<file path="config.mk">
export PLATFORM = sky130hd
export DESIGN_NAME = forward_grant_ctrl
export DESIGN_NICKNAME = d
export VERILOG_FILES = /design/src/rtl/forward_ctrl_pkg.sv /design/src/rtl/forward_grant_ctrl_rr_arb2.sv /design/src/rtl/forward_grant_ctrl.sv
export SDC_FILE = /design/constraint.sdc
export NUM_CORES = 1
export LEC_CHECK = 0
export BUFFER_PORTS_ARGS = -buffer_cell sky130_fd_sc_hd__buf_2
export CORE_ASPECT_RATIO = 0.9
export CORE_UTILIZATION = 25
export DETAILED_ROUTE_END_ITERATION = 12
export PLACE_DENSITY = 0.45
export SYNTH_ARGS = -nofsm -noshare
export SYNTH_HDL_FRONTEND = slang
export SYNTH_SLANG_ARGS = --single-unit
</file>
<file path="constraint.sdc">
create_clock -name i_clk -period 3 [get_ports i_clk]
set_clock_uncertainty 0.05 [all_clocks]
set_input_delay 0.3 -clock i_clk [delete_from_list [all_inputs] [get_ports i_clk]]
set_output_delay 0.3 -clock i_clk [all_outputs]
set_load 0.02 [all_outputs]
</file>
<file path="src/rtl/forward_ctrl_pkg.sv">
// Shared definitions for the forward grant controller and the forward packet modules.
package forward_ctrl_pkg;

  localparam int unsigned FWD_BYTE_W = 32;

  localparam logic [FWD_BYTE_W-1:0] DEF_MAX_GRANT_BYTE = 32'd4096;
  localparam logic [FWD_BYTE_W-1:0] DEF_MIN_GRANT_BYTE = 32'd64;
  localparam logic [15:0]           DEF_TIMEOUT_CYC    = 16'd65535;

  typedef enum logic [1:0] {
    ST_IDLE     = 2'd0,
    ST_GRANT    = 2'd1,
    ST_WAIT_FIN = 2'd2
  } fwd_state_e;

  function automatic logic [FWD_BYTE_W-1:0] min_bytes(
    input logic [FWD_BYTE_W-1:0] a,
    input logic [FWD_BYTE_W-1:0] b
  );
    return (a < b) ? a : b;
  endfunction

endpackage

</file>
<file path="src/rtl/forward_grant_ctrl_rr_arb2.sv">
// Two-input round-robin arbiter: a lone requester wins, a tie goes to the port not granted last.
module rr_arb2 (
  input  logic [1:0] pending_i,
  input  logic       last_i,
  output logic [1:0] grant_o
);

  // One-hot grant from the pending vector and the last-granted pointer
  always_comb begin
    grant_o = pending_i;
    if (pending_i == 2'b11) begin
      grant_o = last_i ? 2'b01 : 2'b10;
    end
  end

endmodule

</file>
<file path="src/rtl/forward_grant_ctrl.sv">
// Forward handshake responder: arbitrates two ports, hands out byte budget, supervises finish.
module forward_grant_ctrl
  import forward_ctrl_pkg::*;
#(
  parameter logic [FWD_BYTE_W-1:0] MAX_GRANT_BYTE = DEF_MAX_GRANT_BYTE,
  parameter logic [FWD_BYTE_W-1:0] MIN_GRANT_BYTE = DEF_MIN_GRANT_BYTE,
  parameter logic [15:0]           TIMEOUT_CYC    = DEF_TIMEOUT_CYC
) (
  input  logic                  i_clk,
  input  logic                  i_rst,
  input  logic                  i_slot_start,
  input  logic [FWD_BYTE_W-1:0] i_slot_byte_budget,
  input  logic                  i_port0_forward_req,
  output logic                  o_port0_forward_resp,
  input  logic                  i_port0_forward_finish,
  output logic [FWD_BYTE_W-1:0] o_port0_forward_byte,
  output logic                  o_port0_forward_byte_valid,
  input  logic                  i_port1_forward_req,
  output logic                  o_port1_forward_resp,
  input  logic                  i_port1_forward_finish,
  output logic [FWD_BYTE_W-1:0] o_port1_forward_byte,
  output logic                  o_port1_forward_byte_valid,
  output logic [FWD_BYTE_W-1:0] o_remain_byte,
  output logic                  o_busy,
  output logic                  o_timeout
);

  fwd_state_e            state_q, state_d;
  logic [1:0]            pend_q, pend_d;
  logic [1:0]            block_q, block_d;
  logic                  sel_q, sel_d;
  logic                  last_q, last_d;
  logic [1:0]            resp_q, resp_d;
  logic [FWD_BYTE_W-1:0] byte0_q, byte0_d;
  logic [FWD_BYTE_W-1:0] byte1_q, byte1_d;
  logic [FWD_BYTE_W-1:0] remain_q, remain_d;
  logic [15:0]           cnt_q, cnt_d;
  logic [1:0]            req;
  logic [1:0]            arbGrant;
  logic [FWD_BYTE_W-1:0] grantAmt;
  logic [FWD_BYTE_W-1:0] issuedAmt;
  logic                  finHit;
  logic                  timeoutHit;

  assign req       = {i_port1_forward_req, i_port0_forward_req};
  assign grantAmt  = min_bytes(remain_q, MAX_GRANT_BYTE);
  assign issuedAmt = byte0_q | byte1_q;

  rr_arb2 u_arb (
    .pending_i (pend_q),
    .last_i    (last_q),
    .grant_o   (arbGrant)
  );

  // Next-state logic: request latching, grant issue, budget accounting and finish supervision
  always_comb begin
    state_d    = state_q;
    pend_d     = pend_q;
    block_d    = block_q;
    sel_d      = sel_q;
    last_d     = last_q;
    resp_d     = 2'b00;
    byte0_d    = '0;
    byte1_d    = '0;
    remain_d   = remain_q;
    cnt_d      = cnt_q;
    finHit     = 1'b0;
    timeoutHit = 1'b0;

    // A held request only re-latches after it has dropped once following its grant
    for (int n = 0; n < 2; n++) begin
      if (req[n] && !block_q[n]) pend_d[n] = 1'b1;
      if (!req[n])               block_d[n] = 1'b0;
    end

    unique case (state_q)
      ST_IDLE: begin
        if ((pend_q != 2'b00) && (remain_q >= MIN_GRANT_BYTE)) begin
          state_d = ST_GRANT;
          sel_d   = arbGrant[1];
          resp_d  = arbGrant;
          if (arbGrant[1]) byte1_d = grantAmt;
          else             byte0_d = grantAmt;
        end
      end
      ST_GRANT: begin
        pend_d[sel_q]  = 1'b0;
        block_d[sel_q] = req[sel_q];
        last_d         = sel_q;
        cnt_d          = '0;
        remain_d       = (remain_q > issuedAmt) ? (remain_q - issuedAmt) : '0;
        state_d        = ST_WAIT_FIN;
      end
      ST_WAIT_FIN: begin
        finHit = sel_q ? i_port1_forward_finish : i_port0_forward_finish;
        if (finHit) begin
          state_d = ST_IDLE;
        end else if (cnt_q == (TIMEOUT_CYC - 16'd1)) begin
          timeoutHit = 1'b1;
          state_d    = ST_IDLE;
        end else begin
          cnt_d = cnt_q + 16'd1;
        end
      end
      default: state_d = ST_IDLE;
    endcase

    if (i_slot_start) remain_d = i_slot_byte_budget;
  end

  // State and output registers; port0 wins the first tie after reset
  always_ff @(posedge i_clk or negedge i_rst) begin
    if (!i_rst) begin
      state_q  <= ST_IDLE;
      pend_q   <= 2'b00;
      block_q  <= 2'b00;
      sel_q    <= 1'b0;
      last_q   <= 1'b1;
      resp_q   <= 2'b00;
      byte0_q  <= '0;
      byte1_q  <= '0;
      remain_q <= '0;
      cnt_q    <= '0;
    end else begin
      state_q  <= state_d;
      pend_q   <= pend_d;
      block_q  <= block_d;
      sel_q    <= sel_d;
      last_q   <= last_d;
      resp_q   <= resp_d;
      byte0_q  <= byte0_d;
      byte1_q  <= byte1_d;
      remain_q <= remain_d;
      cnt_q    <= cnt_d;
    end
  end

  assign o_port0_forward_resp       = resp_q[0];
  assign o_port0_forward_byte_valid = resp_q[0];
  assign o_port0_forward_byte       = byte0_q;
  assign o_port1_forward_resp       = resp_q[1];
  assign o_port1_forward_byte_valid = resp_q[1];
  assign o_port1_forward_byte       = byte1_q;
  assign o_remain_byte              = remain_q;
  assign o_busy                     = (state_q != ST_IDLE);
  assign o_timeout                  = timeoutHit;

endmodule

</file>
* Word-level counts from Yosys, hierarchy flattened *
Cells that the tools add are included.

operators by class
  $add $sub $neg = 2
  $lt $le $gt $ge = 5
  equality and inequality tests = 8
  multiplexer cells = 36
  bitwise gates (word level) = 3
  reduce and logical (&&, ||, !) cells = 14

operators by type and width
  operator               number
  $mux 32                10
  $ge 32x7->1 const B    1
  $gt 32x32->1           1
  $lt 32x13->1 const B   1
  $mux 16                2
  $or 32x32->32          1
  $pmux 16 s2            1
  $sub 32x32->32         1
  $mux 2                 9
  $add 16x1->16 const B  1
  $eq 16x16->1 const B   1
  $mux 1                 11
  $reduce_bool 2->1      4
  $ne 2x2->1 const B     3
  $pmux 2 s3             1
  $eq 2x2->1 const B     2
  $logic_and 1x1->1      4
  $reduce_and 2->1       2
  $ne 3x3->1 const B     1
  $reduce_and 3->1       1
  $and 2x2->2            1
  $bwmux 2               1
  $eq 2x1->1 const B     1
  $logic_not 1->1        2
  5 further kinds        5

word-level totals
  bits in registers = 122
  bits of input ports = 39
  output and inout port bits = 102
  logic and storage cells = 78

* Depth between registers and ports, before layout *
Gate-level depths: netlist of the first run.

  depth in word-level cells = 7
  mapped depth = 14
  mapped depth without buffers = 13

* By module *
A second synthesis of the first run with hierarchy kept.

second synthesis, totals
  cells, all modules = 647
  area, all modules = 6,304.8 um2

modules (own cells, without submodules)
  module              instances  cells an instance  area an instance (um2)
  forward_grant_ctrl  1          644                6,286.0
  rr_arb2             1          3                  18.8

* Least setup slack after synthesis of the first run *
No wires, ideal clock.

  path kind = reg-to-reg
  start point = register byte1_q[0] (netlist: o_port1_forward_byte[0])
  end point = register remain_q[15] (netlist: o_remain_byte[15])
  library setup time = 142 ps
  data arrival time = 2,971 ps
  data required time = 2,808 ps
  setup slack = -164 ps
  stages on the path, launching flop included = 15
  period minus slack after synthesis = 3,164 ps
  cells stage by stage = dfrtp_1 > or2_2 > ha_1 > inv_1 > fa_1 > a211oi_1 > o21bai_1 > o22ai_4 > o221ai_4 > a2111oi_2 > o31a_2 > nor2b_2 > o21ai_4 > buf_6 > o221ai_1

on the way
  word-level cells in the longest chain between the ends = 5
  elaborated cells between the ends (all ways) = 6
  those cells by class = add/sub: 1; order compare: 1; mux: 3; bitwise: 1

RTL lines
  what                                            RTL line                   RTL
  start: declaration                              forward_grant_ctrl.sv:35   logic [FWD_BYTE_W-1:0] byte1_q, byte1_d;
  start signal: assignment                        forward_grant_ctrl.sv:132  byte1_q <= byte1_d;
  $or 32x32->32 *                                 forward_grant_ctrl.sv:47   assign issuedAmt = byte0_q | byte1_q;
  $sub 32x32->32 or $gt 32x32->1 (tied branches)  forward_grant_ctrl.sv:91   remain_d = (remain_q > issuedAmt) ? (remain_q - issuedAmt) : '0;
  $mux 32 *                                       forward_grant_ctrl.sv:91
  $mux 32 *                                       forward_grant_ctrl.sv:76   unique case (state_q)
  $mux 32 *                                       forward_grant_ctrl.sv:108  if (i_slot_start) remain_d = i_slot_byte_budget;
  end signal: assignment                          forward_grant_ctrl.sv:133  remain_q <= remain_d;
  end: declaration                                forward_grant_ctrl.sv:36   logic [FWD_BYTE_W-1:0] remain_q, remain_d;

Mark *: on every way between the ends. The rest lies on a longest branch, timed or not. The select of a mux whose other input is x is not followed.
A chain may end at the register's enable or synchronous reset.

* Final worst setup path of the first run *
  start point = register byte0_q[0] (netlist: o_port0_forward_byte[0])
  end point = register remain_q[13] (netlist: o_remain_byte[13])

on the way
  word-level cells in the longest chain between the ends = 5
  elaborated cells between the ends (all ways) = 6
  those cells by class = add/sub: 1; order compare: 1; mux: 3; bitwise: 1

RTL lines
  what                                            RTL line                   RTL
  start: declaration                              forward_grant_ctrl.sv:34   logic [FWD_BYTE_W-1:0] byte0_q, byte0_d;
  start signal: assignment                        forward_grant_ctrl.sv:131  byte0_q <= byte0_d;
  $or 32x32->32 *                                 forward_grant_ctrl.sv:47
  $sub 32x32->32 or $gt 32x32->1 (tied branches)  forward_grant_ctrl.sv:91
  $mux 32 *                                       forward_grant_ctrl.sv:91
  $mux 32 *                                       forward_grant_ctrl.sv:76
  $mux 32 *                                       forward_grant_ctrl.sv:108

Marked as above.

==> out/qor.yml, run 1 <==
outcome:
  outcome: "finished with violations"
  violations: "negative setup slack"
setup_path:
  required_ps: 3280
  worst-setup-path-type: "flip-flop to flip-flop"
  critPathMaxStageDelay_ps: 400
  cp_max_fo: 6
  startpoint: "o_port0_forward_byte[0]$_DFF_PN0_"
  arrival_ps: 3380
  r2r_start: "o_port0_forward_byte[0]$_DFF_PN0_"
  ff2ff_path_depth: 15
  crit_path_start_kind: "flip-flop"
  rrSetupSlack_ps: -100
  crit_chain: "or2_4 -> ha_4 -> inv_2 -> fa_2 -> a211oi_2 -> o21bai_2 -> o22ai_4 -> o221ai_4 -> a2111oi_4 -> o31a_2 -> nor2b_4 -> o21ai_4 -> buf_12 -> clkbuf_16 -> o31ai_4"
  crit_end: "o_remain_byte[13]$_DFFE_PN0P_"
  cp_num_cells: 15
  crit_family: "compound AO/OA/AOI/OAI gates"
  cp_slowest_cell: "dfrtp_2"
  reg2reg_to: "o_remain_byte[13]$_DFFE_PN0P_"
  cp_num_buf_inv: 3
  crit_path_end_kind: "flip-flop"
placement:
  hpwl_mm: 13.7
  io_buffers: 140
  place_ws_ps: -95.8
  place_inst: 1114
  gp_congestion: 0.799
  placed_area_um2: 7630
final_layout:
  final_core_util_pct: 35.4
  fill_cells: 2477
  postLayoutCellArea_um2: 8590
  drive_above_1_share_pct: 32.0
  multiInputGateArea_um2: 3290
  nets: 911
  area_growth_pct: 39.1
  seq_area_um2: 3060
  diodes: 0
  final_cells: 1158
run:
  max_cap_violations: 0
synth:
  synthArstFlopShare_pct: 100
  synth_xor_area_share_pct: 5.53
  synth_top_family_by_area: "simple AND/OR/NAND/NOR gates"
  synthSimpleGateAreaFrac_pct: 17.6
  ys_ff_latch: 122
  syn_area_per_cell_um2: 10.1
  synth_warnings: 0
  seq_area_frac_synth_pct: 49.5
  synth_edf_count: 0
  synth.distinct_cells: 53
  synthCells: 613
  synth_fa_ha_area_share_pct: 7.22
  synthMuxAreaShare_pct: 0.507
  synth_compound_area_share_pct: 16.6
  netlist_area_um2: 6170
  ys.flop_type: "dfrtp_1"
power:
  power_frac_seq_pct: 31.6
  ir_drop_v: 0.000294
  cellInternalPower_mw: 4.00
  p_clk_share_pct: 33.1
  pwr-share-comb_pct: 35.4
  power.density_nw_per_um2: 740
  p_sw_mw: 2.36
  p_sw_share_pct: 37.1
  leakagePower_nw: 4.19
  p_total_mw: 6.35
sta:
  slew_violations: 0
  hold_violations: 0
  period_share_pct: 103
  holdWs_ps: 45.8
  layout_setup_ws_ps: -100
  maxSlewHeadroom_pct: 23.5
  max_freq_mhz: 323
  grt_setup_unrepaired: "true"
  fin_crit_ps: 3100
  setup_tns_ps: -1800
  tightest_slew_ps: 1150
  setup_viol: 32
detailed_routing:
  wl_per_cell_um: 16.7
  ant_nets: 0
  firstDrtPassIters: 4
  route.detailed.drc: 0
  routed_wl_mm: 19.3
  avgViaCountPerCell: 4.54
  dr_total_vias: 5257
  drt-initial-drc-count: 323
global_routing:
  grt_pass1_vias: 5249
  antenna_found_initial: 0
  grt_max_degree: 53
  grt_overflow: 0
  grt_pass1_wl_mm: 29.7
  grt_usage_pct: 15.5
floorplanning:
  die_area_um2: 25300
  die_h_um: 151
  die_w_um: 168
  rows: 54
  start_util_pct: 25.5
  ios: 141
  core-area_um2: 24300
clock_tree:
  cts_buffers: 17
  cts_tree: "built"
  cts_root_buf: "clkbuf_16"
  htreeDepth: 4
  clk_pin_slew_ps: 60
  worstSkewPairLatency_ps: 420
  cts.path.max_buffers: 2
  cts_sinks: 122
worst_hold_path:
  min_path_type: "input port to flip-flop"
-- cells in the final DEF, fill, tap and decap left out, drive strengths merged, types with 22 or more instances in the layout --
| cell | n |
|---|---|
| o221ai | 22 |
| and3 | 31 |
| buf | 190 |
| a21oi | 33 |
| dfrtp | 121 |
| nor2 | 65 |
| nand2 | 69 |
| conb | 38 |
| o21ai | 27 |
| ha | 34 |
-- worst register-to-register path, stage by stage, from the launching register on --
cell and delay (ps):
dfrtp_2 400, or2_4 260, ha_4 160, inv_2 50
fa_2 220, a211oi_2 80, o21bai_2 210, o22ai_4 110
o221ai_4 250, a2111oi_4 110, o31a_2 390, nor2b_4 130
o21ai_4 60, buf_12 160, clkbuf_16 170, o31ai_4 200
-- cell type report --
class / instances / share of cell area (%)
clock buffers: 19 / 5.27
clock inverters: 13 / 1.66
inverters: 16 / 0.699
multi-input cells: 487 / 38.4
flip-flops and latches: 122 / 35.6
well taps: 308 / 4.49
repair buffers: 193 / 13.9
-- power groups by stage --
stage	clock network, mW	logic [mW]	registers [mW]
after floorplan	0	1.17	2.17
after global placement	0	2.09	2.03
after detailed placement	0	2.07	2.03
after CTS	2.16	2.12	2.01
after global routing	2.25	2.46	2.04
final	2.10	2.25	2.00
-- metal layers --
metal / GRT usage (%) / up-vias / wire length (um)
met5: 0 / - / 0
met4: 4.13 / 0 / 209
met3: 3.97 / 15 / 866
met2: 23.6 / 120 / 8660
met1: 21.8 / 2509 / 9560
li1: - / 2613 / -
-- kinds of logic (layout without fill, tap and decap cells) --
| group | Yosys count | count (layout) |
|---|---|---|
| AND/OR/NAND/NOR | 229 | 229 |
| AO/OA/AOI/OAI | 143 | 143 |
| flip-flops | 122 | 122 |
| buffers and inverters | 41 | 241 |
| XOR/XNOR | 39 | 39 |
| adder cells (fa/ha/maj) | 35 | 35 |
| multiplexers | 3 | 3 |
| other | 1 | 38 |
-- sequential cells by signal, summed over array words and instances, names as in the netlist --
signal and count:
block_q 2, cnt_q 16, last_q 1, o_port0_forward_byte 32, o_port1_forward_byte 32, o_remain_byte 32, pend_q 2, resp_q 2
sel_q 1, state_q 2
-- worst min-delay path by stage --
stage | from | to | slack (ps) | cells after the start
floorplan | i_rst | block_q[0]$_DFF_PN0_ | -50 | 0
global placement | i_rst | pend_q[0]$_DFF_PN0_ | 340 | 1
detailed placement | i_rst | block_q[0]$_DFF_PN0_ | 350 | 1
CTS | i_slot_byte_budget[17] | o_remain_byte[17]$_DFFE_PN0P_ | 30 | 3
global route | i_port0_forward_req | block_q[0]$_DFF_PN0_ | 30 | 2
finish | i_slot_byte_budget[17] | o_remain_byte[17]$_DFFE_PN0P_ | 50 | 3
-- repair_timing --
item | in CTS | in global routing
hold buffers | 1 | 0
endpoints found under the hold margin | 50 | 0
pin swaps | 1 | 25
setup endpoints to repair | 25 | 32
setup buffers | 2 | 5
cloned | 1 | 3
gates resized for setup | 6 | 36
-- cells in the mapped netlist, types with 2 or more instances --
cell       number  area, um^2
a22oi_1        12        90.1
nor4_1         10        62.6
a31oi_1         4        25.0
a2111oi_0       2        17.5
and4_1          2        17.5
buf_4           2        15.0
xor2_1         18         158
or3_1           5        31.3
o21a_1          9        67.6
nand3b_1        2        15.0
ha_1           34         425
o221ai_1       21         184
a21oi_1        33         165
or2_2           4        25.0
nor2_1         65         244
inv_1          16        60.1
a21boi_0        2        15.0
a41oi_2         2        32.5
buf_6           3        33.8
mux2i_1         2        20.0
dfrtp_1       121        3030
a211oi_1        3        22.5
a211o_1         3        26.3
a21o_1         10        75.1
and3_1         31         194
o21ai_1        11        55.1
clkbuf_1       19        71.3
and2_1          3        18.8
nand4_1         5        31.3
o211ai_1        4        30.0
nand2b_1        6        37.5
nand2_1        69         259
o21ai_0        15        75.1
nand3_1        14        70.1
xnor2_1        21         184
o21bai_1        4        30.0
nor2b_1         5        31.3
nor3_1          6        30.0
Power figures use the tool's default switching activity.
==> inputs of run 2 (changes only) <==
--- a/config.mk
+++ b/config.mk
@@ -5,7 +5,7 @@
 export SDC_FILE = /design/constraint.sdc
 export NUM_CORES = 1
 export LEC_CHECK = 0
-export BUFFER_PORTS_ARGS = -buffer_cell sky130_fd_sc_hd__buf_2
+export BUFFER_PORTS_ARGS = -buffer_cell sky130_fd_sc_hd__buf_4
 export CORE_ASPECT_RATIO = 0.9
 export CORE_UTILIZATION = 25
 export DETAILED_ROUTE_END_ITERATION = 12
==> run 2 against run 1 <==
- the flow still finishes with violations (negative setup slack)
- largest cell class unchanged
- via count fell by 0.51%
- cell count fell by 0.17%
- sequential power barely moved
- total power rose by 2.8%
- critical path depth did not move
- highest routed layer unchanged
- fmax rose by 0.76%
- wire length fell by 1.4%
- non-clock buffer count fell by 2
- first-iteration DRC count rose by 6.5%
- clock-buffer cell count rose by 1
- register-to-register slack improved by 20 ps
==> out/qor.yml, run 2 (same netlist as run 1, synthesis figures left out) <==
outcome:
  outcome: "finished with violations"
  violations: "negative setup slack"
global_routing:
  top_usage_layer: "met2"
  grt_max_degree: 60  # +13%
  grtUsageMet3_pct: 4.13  # +0.16 points
  grtUsageMet1_pct: 21.0  # -0.87 points
  grt_pass1_vias: 5222  # -0.51%
  grtUsageMet2_pct: 23.6  # unchanged
  antenna_found_initial: 0  # unchanged
  grt_usage_pct: 15.4  # -0.17 points
  grt_overflow: 0  # unchanged
  grt_pass1_wl_mm: 29.4  # -1.1%
detailed_routing:
  routed_wl_mm: 19.0  # -1.4%
  wl_per_cell_um: 16.5  # -1.2%
  dr_total_vias: 5230  # -0.51%
  drt-initial-drc-count: 344  # +6.5%
  avgViaCountPerCell: 4.52  # -0.34%
  ant_nets: 0  # unchanged
  route.detailed.drc: 0  # unchanged
  firstDrtPassIters: 4  # unchanged
power:
  power.density_nw_per_um2: 734  # -0.85%
  leakagePower_nw: 4.27  # +2.0%
  ir_drop_v: 0.000325  # +11%
placement:
  io_buffers: 140  # unchanged
  hpwl_mm: 13.8  # +0.93%
  gp_congestion: 0.822  # +2.9%
  place_ws_ps: -43.3  # +52.5 ps
  placed_area_um2: 8000  # +4.9%
setup_path:
  arrival_ps: 3370  # about the same
  cp_num_buf_inv: 3  # unchanged
  crit_path_end_kind: "flip-flop"
  r2r_start: "o_port1_forward_byte[0]$_DFF_PN0_"
  ff2ff_path_depth: 15  # unchanged
  reg2reg_to: "o_remain_byte[13]$_DFFE_PN0P_"
  rrSetupSlack_ps: -80  # +20 ps
  worst-setup-path-type: "flip-flop to flip-flop"
  cp_slowest_cell: "o31a_2"
  crit_path_start_kind: "flip-flop"
  cp_max_fo: 6  # unchanged
  crit_chain: "or2_4 -> ha_4 -> inv_2 -> fa_2 -> a211oi_2 -> o21bai_2 -> o22ai_4 -> o221ai_4 -> a2111oi_4 -> o31a_2 -> nor2b_4 -> o21ai_4 -> buf_6 -> buf_8 -> o31ai_4"
  required_ps: 3290  # about the same
  critPathMaxStageDelay_ps: 400  # about the same
  crit_family: "compound AO/OA/AOI/OAI gates"
sta:
  grt_setup_unrepaired: "true"
  hold_violations: 0  # unchanged
  maxSlewHeadroom_pct: 24.7  # +1.2 points
  fin_crit_ps: 3080  # -23.4 ps
  max_freq_mhz: 325  # +0.76%
  period_share_pct: 103  # -0.78 points
  layout_setup_ws_ps: -76.6  # +23.4 ps
  tightest_slew_ps: 1130  # -18.3 ps
  holdWs_ps: 38.6  # -7.16 ps
  setup_tns_ps: -836  # +969 ps
  setup_viol: 27  # -16%
  slew_violations: 0  # unchanged
final_layout:
  nets: 909  # -0.22%
  final_core_util_pct: 36.7  # +1.3 points
  drive_above_1_share_pct: 31.4  # -0.63 points
  area_growth_pct: 44.2
  diodes: 0  # unchanged
  final_cell_mix: "182 x buf_4, 118 x dfrtp_1, 69 x nand2_1, 65 x nor2_1, 38 x conb_1"
  postLayoutCellArea_um2: 8900  # +3.7%
  fill_cells: 2484  # +0.28%
  seq_area_um2: 3060  # unchanged
  multiInputGateArea_um2: 3250  # -1.3%
  final_common_cell: "buf_4"
clock_tree:
  worstSkewPairLatency_ps: 430  # about the same
  clk_pin_slew_ps: 60  # about the same
  cts_tree: "built"
  cts_buffers: 17  # unchanged
  cts_sinks: 122  # unchanged
  cts.path.max_buffers: 2  # unchanged
  cts_root_buf: "clkbuf_16"
  htreeDepth: 4  # unchanged
worst_hold_path:
  hp-start: "i_slot_byte_budget[18]"
  min_path_type: "input port to flip-flop"
  holdPathStages: 3  # unchanged
  min_to: "o_remain_byte[18]$_DFFE_PN0P_"
floorplanning:
  die_area_um2: 25300  # unchanged
  die_w_um: 168  # unchanged
  start_util_pct: 25.5  # unchanged
  core-area_um2: 24300  # unchanged
  ios: 141  # unchanged
  rows: 54  # unchanged
  die_h_um: 151  # unchanged
run:
  max_cap_violations: 0  # unchanged
## run 2: cell count changes in the layout (fill, tap and decap cells not counted), sizes merged
cell / delta
clkinv: -2
clkbuf: +1
bufinv: +2
buf: -2
clkinvlp: -2
inv: +1
## run 2: cell type report
type	instances	area share, %
multi-input cells	487	36.5
inverters	16	0.674
clock inverters	12	2.09
well taps	308	4.33
repair buffers	191	17.1
flip-flops and latches	122	34.3
clock buffers	20	5.02
## run 2: worst max path at each step
stage | startpoint | to | slack (ps) | depth (start not counted)
final | o_port1_forward_byte[0]$_DFF_PN0_ | o_remain_byte[13]$_DFFE_PN0P_ | -80 | 15
after detailed placement | o_port1_forward_byte[0]$_DFF_PN0_ | o_remain_byte[15]$_DFFE_PN0P_ | -40 | 14
after global routing | o_remain_byte[0]$_DFFE_PN0P_ | o_remain_byte[22]$_DFFE_PN0P_ | -220 | 15
after floorplan | o_port1_forward_byte[0]$_DFF_PN0_ | o_remain_byte[15]$_DFFE_PN0P_ | 3 | 14
after CTS | o_port1_forward_byte[0]$_DFF_PN0_ | o_remain_byte[26]$_DFFE_PN0P_ | -50 | 14
after global placement | o_remain_byte[0]$_DFFE_PN0P_ | o_remain_byte[26]$_DFFE_PN0P_ | 7 | 14
## run 2: report_power, final
group          leakage, nW  switching (mW)  internal, mW
Sequential            1.54           0.168          1.84
Clock                0.298           0.818          1.42
Combinational         2.43            1.33         0.947
## run 2: layer usage
| metal | vias to the layer above | routed length [um] |
|---|---|---|
| li1 | 2597 | - |
| met1 | 2499 | 9300 |
| met2 | 121 | 8420 |
| met3 | 13 | 1060 |
| met4 | 0 | 257 |
| met5 | - | 0 |
## run 2: worst reg2reg max path: cells and delay by family (launching register included)
kind / cells / cell delay, ps
compound gates: 8 / 1450
flops: 1 / 390
simple gates: 2 / 390
fa+ha+maj: 2 / 370
buf+inv: 3 / 350
## run 2: per-stage QoR
stage	power, mW	std cells
6_report	6.53	1156
5_1_grt	6.92	1156
3_5_place_dp	4.22	1117
2_1_floorplan	3.34	650
3_3_place_gp	4.24	1117
4_1_cts	6.51	1150
## run 2: what timing repair did
action,4_1_cts,5_1_grt
pin swaps,0,14
gates resized for setup,1,34
buffers inserted,0,3
cloned,0,3
endpoints found under the setup margin,18,32
endpoints found under the hold margin,35,0
hold buffers,1,0
